File: src/rtl/sobel_frame_arbiter.sv
// sobel_frame_arbiter: round-robin, frame-granular sharing of one sobel engine between two gray pixel streams
// Ports: i_clock/i_reset (sync, active-high);
//        i_in{0,1}_empty, i_in{0,1}_dout, o_in{0,1}_rd_en : requester gray FIFOs;
//        i_out{0,1}_full, o_out{0,1}_wr_en, o_out{0,1}_din : requester output FIFOs;
//        o_eng_reset, i_eng_gray_rd_en, o_eng_gray_empty, o_eng_gray_dout,
//        i_eng_wr_en, i_eng_din, o_eng_full, i_eng_done     : engine side;
//        o_grant_id, o_frame_done, o_abort                  : status.
module sobel_frame_arbiter #(
    parameter int IMG_HEIGHT = 540,
    parameter int IMG_WIDTH  = 720,
    parameter int TIMEOUT    = 4096
) (
    input  logic       i_clock,
    input  logic       i_reset,
    input  logic       i_in0_empty,
    input  logic       i_in1_empty,
    input  logic [7:0] i_in0_dout,
    input  logic [7:0] i_in1_dout,
    output logic       o_in0_rd_en,
    output logic       o_in1_rd_en,
    input  logic       i_out0_full,
    input  logic       i_out1_full,
    output logic       o_out0_wr_en,
    output logic       o_out1_wr_en,
    output logic [7:0] o_out0_din,
    output logic [7:0] o_out1_din,
    output logic       o_eng_reset,
    input  logic       i_eng_gray_rd_en,
    output logic       o_eng_gray_empty,
    output logic [7:0] o_eng_gray_dout,
    input  logic       i_eng_wr_en,
    input  logic [7:0] i_eng_din,
    output logic       o_eng_full,
    input  logic       i_eng_done,
    output logic       o_grant_id,
    output logic       o_frame_done,
    output logic       o_abort
);
    localparam int FRAME_PIXELS = IMG_HEIGHT * IMG_WIDTH;
    localparam int CW = $clog2(FRAME_PIXELS + 1);
    localparam int WW = $clog2(TIMEOUT + 1);
    localparam logic [CW-1:0] FP = CW'(FRAME_PIXELS);
    localparam logic [WW-1:0] WLIM = WW'(TIMEOUT - 1);

    typedef enum logic [2:0] {IDLE, CLEAR, RUN, DRAIN, DONE, ABORT} state_t;

    state_t        r_state, w_next;
    logic          r_grant, w_grant_next;
    logic [CW-1:0] r_in_cnt, r_out_cnt;
    logic [WW-1:0] r_wdog;
    logic          w_run, w_drain, w_g_empty, w_g_full, w_in_sat, w_out_sat, w_rd, w_wr;

    assign w_run     = r_state == RUN;
    assign w_drain   = r_state == DRAIN;
    assign w_g_empty = r_grant ? i_in1_empty : i_in0_empty;
    assign w_g_full  = r_grant ? i_out1_full : i_out0_full;
    assign w_in_sat  = r_in_cnt == FP;
    assign w_out_sat = r_out_cnt == FP;

    // Outside RUN the engine is fully stalled; saturated counters block any extra pixel.
    assign o_eng_gray_empty = !w_run | w_g_empty | w_in_sat;
    assign o_eng_full       = !w_run | w_g_full | w_out_sat;
    assign o_eng_gray_dout  = r_grant ? i_in1_dout : i_in0_dout;

    // In DRAIN the arbiter itself pulls the leftover input pixels of the frame and discards them.
    assign w_rd = w_run ? i_eng_gray_rd_en & !o_eng_gray_empty : w_drain & !w_g_empty & !w_in_sat;
    assign w_wr = i_eng_wr_en & !o_eng_full;

    assign o_in0_rd_en  = w_rd & !r_grant;
    assign o_in1_rd_en  = w_rd & r_grant;
    assign o_out0_wr_en = w_wr & !r_grant;
    assign o_out1_wr_en = w_wr & r_grant;
    assign o_out0_din   = i_eng_din;
    assign o_out1_din   = i_eng_din;

    assign o_eng_reset  = i_reset | r_state == CLEAR | r_state == ABORT;
    assign o_grant_id   = r_grant;
    assign o_frame_done = r_state == DONE;
    assign o_abort      = r_state == ABORT;

    always_comb begin
        w_next       = r_state;
        w_grant_next = r_grant;
        case (r_state)
            IDLE: if (!i_in0_empty || !i_in1_empty) begin
                // Both waiting: alternate away from the last owner; otherwise take the only one.
                w_grant_next = (!i_in0_empty && !i_in1_empty) ? !r_grant : i_in0_empty;
                w_next       = CLEAR;
            end
            CLEAR: w_next = RUN;
            RUN: w_next = (i_eng_done || w_out_sat) ? DRAIN : (r_wdog == WLIM) ? ABORT : RUN;
            DRAIN: w_next = w_in_sat ? DONE : DRAIN;
            default: w_next = IDLE;
        endcase
    end

    always_ff @(posedge i_clock) begin
        if (i_reset) begin
            r_state   <= IDLE;
            r_grant   <= 1'b1;
            r_in_cnt  <= '0;
            r_out_cnt <= '0;
            r_wdog    <= '0;
        end else begin
            r_state <= w_next;
            r_grant <= w_grant_next;
            if (r_state == CLEAR) begin
                r_in_cnt  <= '0;
                r_out_cnt <= '0;
                r_wdog    <= '0;
            end else begin
                if (w_rd) r_in_cnt <= r_in_cnt + 1'b1;
                if (w_wr) r_out_cnt <= r_out_cnt + 1'b1;
                if (w_run) r_wdog <= (w_rd | w_wr) ? '0 : r_wdog + 1'b1;
            end
        end
    end
endmodule

File: config.mk
export PLATFORM = sky130hd
export DESIGN_NAME = sobel_frame_arbiter
export DESIGN_NICKNAME = d
export VERILOG_FILES = /design/src/rtl/sobel_frame_arbiter.sv
export SDC_FILE = /design/constraint.sdc
export NUM_CORES = 1
export LEC_CHECK = 0
export ABC_AREA = 1
export CORE_MARGIN = 2
export CORE_UTILIZATION = 46
export DETAILED_ROUTE_END_ITERATION = 7
export HOLD_SLACK_MARGIN = 0.12
export PLACE_DENSITY = 0.84
export SYNTH_ARGS = -nofsm -noshare
export SYNTH_HDL_FRONTEND = slang
export SYNTH_SLANG_ARGS = --single-unit
File: constraint.sdc
create_clock -name i_clock -period 3.24 [get_ports i_clock]
set_clock_uncertainty 0.05 [all_clocks]
set_input_delay 0.648 -clock i_clock [delete_from_list [all_inputs] [get_ports i_clock]]
set_output_delay 0.648 -clock i_clock [all_outputs]
set_load 0.03 [all_outputs]
== Word level (Yosys, flattened, before mapping) ==
Index checks and enable logic that the tools add are counted.

* Register bits after elaboration: 55
* Input port bits: 33
* Output and inout port bits: 34

* Add/sub/neg operators: 3
* Equality and inequality tests: 9
* Mux-type cells: 11
* Bitwise logic cells: 15
* Reductions and logical operators: 14

{| class="wikitable"
|+ Operator list
! operator !! count
|-
| 19-bit by 1-bit adder with 19-bit output, second input constant || 2
|-
| 19-bit equality test, second input constant || 2
|-
| 13-bit by 1-bit adder with 13-bit output, second input constant || 1
|-
| 13-bit by 12-bit equality test with 1-bit output, second input constant || 1
|-
| 13-bit 2-to-1 mux || 1
|-
| 3-bit 2-to-1 mux || 4
|-
| 3-bit case mux with 4 select lines || 1
|-
| 1-bit bitwise AND || 8
|-
| 1-bit zero test || 8
|-
| 8-bit 2-to-1 mux || 1
|-
| 1-bit OR || 7
|-
| 3-bit by 2-bit equality test with 1-bit output, second input constant || 2
|-
| 3-bit equality test, second input constant || 2
|-
| 1-bit 2-to-1 mux || 4
|-
| 3-bit by 1-bit equality test with 1-bit output, second input constant || 1
|-
| 3-bit zero test || 1
|-
| 1-bit logical OR || 2
|-
| 2-bit != test, second input constant || 1
|-
| 2-bit AND reduction || 1
|-
| 2-bit OR reduction || 1
|-
| 1-bit logical AND || 1
|}

== Depth between registers and ports, before layout ==
* Word-level depth: 9
* Mapped depth: 13
* Gate-level depth less buffers: 12

== Worst setup path before layout ==
Ideal clock, no wire load.

* Kind: reg-to-output
* Start: reg r_grant, in the netlist o_grant_id
* End: out o_in0_rd_en
* Arrival: 1694 ps
* Slack: 848 ps
* Cell stages (with the launch flop): 9
* Buffers on the path: 0
* Cells stage by stage: dfxtp_1 inv_1 nand2_1 nand2_1 nor2_1 nand2_1 nand2_4 inv_1 nor2_1

* Longest elaborated chain between the ends: 7
* Elaborated cells on any way between the ends: 11

{| class="wikitable"
|+ Ends and longest elaborated chain
! what !! line !! RTL
|-
| start: declaration || 48 || <nowiki>logic r_grant, w_grant_next;</nowiki>
|-
| start signal: assignment || 106 || <nowiki>r_grant <= w_grant_next;</nowiki>
|-
| 1-bit 2-to-1 mux || 55 || <nowiki>assign w_g_empty = r_grant ? i_in1_empty : i_in0_empty;</nowiki>
|-
| 1-bit OR (2 in series) || 61 || <nowiki>assign o_eng_gray_empty = !w_run | w_g_empty | w_in_sat;</nowiki>
|-
| 1-bit zero test || 66 || <nowiki>assign w_rd = w_run ? i_eng_gray_rd_en & !o_eng_gray_empty : w_drain & !w_g_empty & !w_in_sat;</nowiki>
|-
| 1-bit bitwise AND || 66 ||
|-
| 1-bit 2-to-1 mux || 66 ||
|-
| 1-bit bitwise AND (*) || 69 || <nowiki>assign o_in0_rd_en = w_rd & !r_grant;</nowiki>
|-
| end: declaration || 19 || <nowiki>output logic o_in0_rd_en,</nowiki>
|}

Every way passes the cells marked *; elsewhere a longest branch is shown, timed or not.

== Final worst setup path ==
* Start: reg r_out_cnt[0]
* End: out o_out0_wr_en

* Longest elaborated chain between the ends: 5

{| class="wikitable"
|+ Ends and longest elaborated chain
! what !! line !! RTL
|-
| start: declaration || 49 || <nowiki>logic [CW-1:0] r_in_cnt, r_out_cnt;</nowiki>
|-
| start signal: assignment || 113 || <nowiki>if (w_wr) r_out_cnt <= r_out_cnt + 1'b1;</nowiki>
|-
| 19-bit equality test || 58 || <nowiki>assign w_out_sat = r_out_cnt == FP;</nowiki>
|-
| 1-bit OR || 62 || <nowiki>assign o_eng_full = !w_run | w_g_full | w_out_sat;</nowiki>
|-
| 1-bit zero test || 67 || <nowiki>assign w_wr = i_eng_wr_en & !o_eng_full;</nowiki>
|-
| 1-bit bitwise AND || 67 ||
|-
| 1-bit bitwise AND || 71 || <nowiki>assign o_out0_wr_en = w_wr & !r_grant;</nowiki>
|-
| end: declaration || 23 || <nowiki>output logic o_out0_wr_en,</nowiki>
|}

Every way passes these cells.

==> tab_implementation.tex <==
\begin{tabular}{lr}
\hline
Metric & Value \\
\hline
\multicolumn{2}{l}{\textbf{Outcome}} \\
Run status & finished clean \\
\multicolumn{2}{l}{\textbf{Floorplanning}} \\
Starting density of the core & between 40\% and 50\% \\
Total Die Area & between 0.008 and 0.009 mm² \\
Die Wd & 92.0 µm \\
I/O pin total & 67 \\
Num rows & 32 \\
Area of the core & $\sim$0.0076 mm² \\
Chip height & slightly above 90 µm \\
\multicolumn{2}{l}{\textbf{Clock tree}} \\
Maximum buffer depth of the clock tree & 2 \\
H-tree depth & 2 \\
Sinks on Clock Net & 55 \\
Root Driver & clkbuf\_8 \\
Clock insertion delay at the later pin of the skew report & 0.32 ns \\
TritonCTS clock tree & done \\
CTS clk-pin slew, worst paths & 0.11 ns \\
Hold buffers post-CTS & 0 \\
Total CTS buffers & 5 \\
Post-cts sizing count & 0 \\
Setup fix buffers added after clock tree synthesis & 0 \\
\multicolumn{2}{l}{\textbf{Timing}} \\
Slew margin rel. & between 70\% and 80\% \\
Worst-Margin Slew & between 0.4 and 0.5 ns \\
Slew Limit Fails & 0 \\
Highest clock frequency the design can meet & 334 MHz \\
Fin Setup TNS & 0 ns \\
Final setup vio count & 0 \\
Share of the cycle needed by the critical path after routing & 92.4\% \\
Setup repair after global routing missed its margin & false \\
Final Hold Viols & 0 \\
Clock period minus final worst setup slack & 2.99 ns \\
\multicolumn{2}{l}{\textbf{Worst setup path}} \\
Critical path capture point type & primary output \\
Most numerous cell on the critical path & nor2\_1 \\
Highest cell delay on the worst timing path & 0.68 ns \\
Top cell family by delay on the critical path & buffers and inverters \\
Arrival time worst endpoint & 2.30 ns \\
Worst-path cell chain & inv\_1 -> ha\_1 -> inv\_1 -> nor2\_1 -> nand2\_1 -> nor2\_1 -> nand3\_1 -> nand3\_4 -> nor2\_1 -> clkdlybuf4s50\_1 \\
Class of the most critical setup path & flop to primary output \\
Worst path bufs/invs & 3 \\
Startpoint types & flop \\
Highest net fanout along the worst path & 5 \\
Data required time of the worst path & 2.54 ns \\
Critical-path top delay cell & clkdlybuf4s50\_1 \\
\multicolumn{2}{l}{\textbf{Synth}} \\
Syn Std Cell Area & 0.00357 mm² \\
Mean post-synth cell area & 6.44 µm² \\
Synth Register Bits & 55 \\
Synth Area in XOR/XNOR & around 8.6\% \\
Area fraction in and, or, nand and nor cells after synthesis & 39.3\% \\
Synth warnings & 0 \\
Synth unique cells & 29 \\
Number of nets produced by synthesis & 592 \\
Sequential-to-total area share from yosys stat & 30.9\% \\
Synthesized-area fraction occupied by adder cells & 1.75\% \\
Main combinational cell family by area after synthesis & simple AND/OR/NAND/NOR gates \\
Synthesized instance count & approximately 550 \\
Multiplexer area fraction after synthesis & 0\% \\
Fraction of the mapped netlist area in compound gates & 7.82\% \\
\multicolumn{2}{l}{\textbf{Global routing}} \\
Number of global-route vias before repair & 3327 \\
Leftover overflow at the end of global routing & 0 \\
Global-route wire length before repair & 14400 µm \\
Initial antenna violation count & 0 \\
Total track usage & 20.3\% \\
Largest net degree at the start of global routing & 31 \\
\multicolumn{2}{l}{\textbf{Hold path}} \\
Type of the tightest min-delay check & flop to flop \\
\multicolumn{2}{l}{\textbf{Detailed routing}} \\
Via count & 3522 \\
Pre-antenna DRT Iters & 4 \\
Initial detailed-routing violation count & 159 \\
Residual antenna-violating net count after detailed routing & 0 \\
Average detailed-routed wire length per instance & 12.4 µm \\
Total DRC errors in the routed layout & 0 \\
Via density per instance & just over 5 \\
Wirelength, routed & 8450 µm \\
\multicolumn{2}{l}{\textbf{Power}} \\
Post-route total power & 1.54 mW \\
Power per unit of standard cell area & 381 mW/mm² \\
Highest ir drop seen on vdd & 0.000198 V \\
Cell leakage power & 1.43 nW \\
\multicolumn{2}{l}{\textbf{Cells and area}} \\
Filler cells & 757 \\
Antenna diodes & 0 \\
Net count, final & 617 \\
Fraction of final layout cells with drive strength greater than 1 & 6.38\% \\
Post-synthesis to final-layout area growth & 13.4\% \\
\multicolumn{2}{l}{\textbf{Place}} \\
Placer's final routability congestion estimate & 0.938 \\
Port Buffers & 42 \\
Half-perimeter wire length of the detailed placement result & 6320 µm \\
\multicolumn{2}{l}{\textbf{Job}} \\
Number of maximum-capacitance violations & 0 \\
\hline
\end{tabular}
[through the flow]
stage	setup WS [ns]	hold slack [ns]	std cells	util, %	cell area (µm²)
floorplan	0.848	0.408	554	-	3570
global placement	0.289	0.417	674	51.9	3950
detailed placement	0.281	0.429	674	51.9	3950
CTS	0.216	0.447	682	53.2	4050
global route	0.0588	0.478	682	53.2	4050
finish	0.245	0.441	682	53.2	4050
[placed cells by master, fill, tap and decap left out, types with 26 or more instances in the layout]
cell type	netlist	final
clkdlybuf4s50_1	0	40
xor2_1	26	26
nand2_1	147	147
nor2_1	84	84
inv_1	51	51
nand3_1	50	50
dfxtp_1	55	55
a21oi_1	41	41
[power breakdown]
group	internal [mW]	total, mW	switching [mW]
Combinational	0.145	0.412	0.267
Clock	0.160	0.419	0.260
Sequential	0.694	0.711	0.0169
[cell type report]
cell class                      count  area (µm²)  area share, %
Multi-Input combinational cell    415        2050           50.7
Sequential cell                    55        1100           27.2
Timing Repair Buffer               49         468           11.6
Inverter                           53         203           5.01
Tap cell                          102         128           3.15
Clock buffer                        5        68.8           1.70
Clock inverter                      3        27.5          0.680
[worst paths after layout]
check,start,end,slack (ns),cells after the start
worst min-delay path,r_out_cnt[14],r_out_cnt[14],0.44,2
worst max register to register,r_out_cnt[0],r_out_cnt[12],1.09,12
worst min register to register,r_out_cnt[14],r_out_cnt[14],0.44,2
worst max-delay path,r_out_cnt[0],o_out0_wr_en,0.25,10
[worst register-to-register path, stage by stage (launching register included)]
cell and delay (ns):
dfxtp_1 0.36, inv_1 0.13, ha_1 0.16, inv_1 0.04, nor2_1 0.08, nand2_1 0.06
nor2_1 0.08, nand3_1 0.17, nand3_4 0.14, buf_4 0.26, clkinv_2 0.27, o21ai_0 0.15
a21oi_1 0.08
[cells in the mapped netlist]
| library cell | instances | area (µm²) |
|---|---|---|
| clkinv_2 | 1 | 5.00 |
| buf_2 | 5 | 25.0 |
| clkbuf_1 | 6 | 22.5 |
| ha_1 | 5 | 62.6 |
| buf_6 | 4 | 45.0 |
| inv_4 | 1 | 6.26 |
| nor2_4 | 2 | 22.5 |
| nor3_1 | 9 | 45.0 |
| a21oi_1 | 41 | 205 |
| nor2_2 | 10 | 62.6 |
| o21ai_0 | 10 | 50.1 |
| inv_1 | 51 | 191 |
| nor3_4 | 1 | 16.3 |
| nand3_2 | 1 | 10.0 |
| xnor2_1 | 9 | 78.8 |
| nor2_1 | 84 | 315 |
| nand2_4 | 1 | 11.3 |
| nand3_4 | 2 | 35.0 |
| nand4_1 | 10 | 62.6 |
| and2_0 | 1 | 6.26 |
| dfxtp_1 | 55 | 1100 |
| nand2_1 | 147 | 552 |
| o311ai_0 | 1 | 8.76 |
| xor2_1 | 26 | 228 |
| o21ai_1 | 3 | 15.0 |
| nand3_1 | 50 | 250 |
| nor4_1 | 1 | 6.26 |
| buf_4 | 16 | 120 |
| nand2_2 | 1 | 6.26 |
[flip-flops by register name, indices dropped and copies added, names as in the netlist]
name        count
r_out_cnt      19
o_grant_id      1
r_wdog         13
r_in_cnt       19
r_state         3
[cell families after synthesis]
group | count (synthesis)
and+or+nand+nor | 320
buffers and inverters | 84
AOI/OAI and AO/OA | 55
DFF | 55
xor gates and xnor gates | 35
adders and majority gates | 5
[per-layer routing]
layer  GRT usage, %  up-vias  part of all wire, %
met5              0        -                    0
met4           6.97        0                  1.8
met3           3.20       18                  6.5
met2           37.2      120                   50
met1           23.8     1600                   42
li1               -     1784                    -
(Power assumes the default switching activity.)
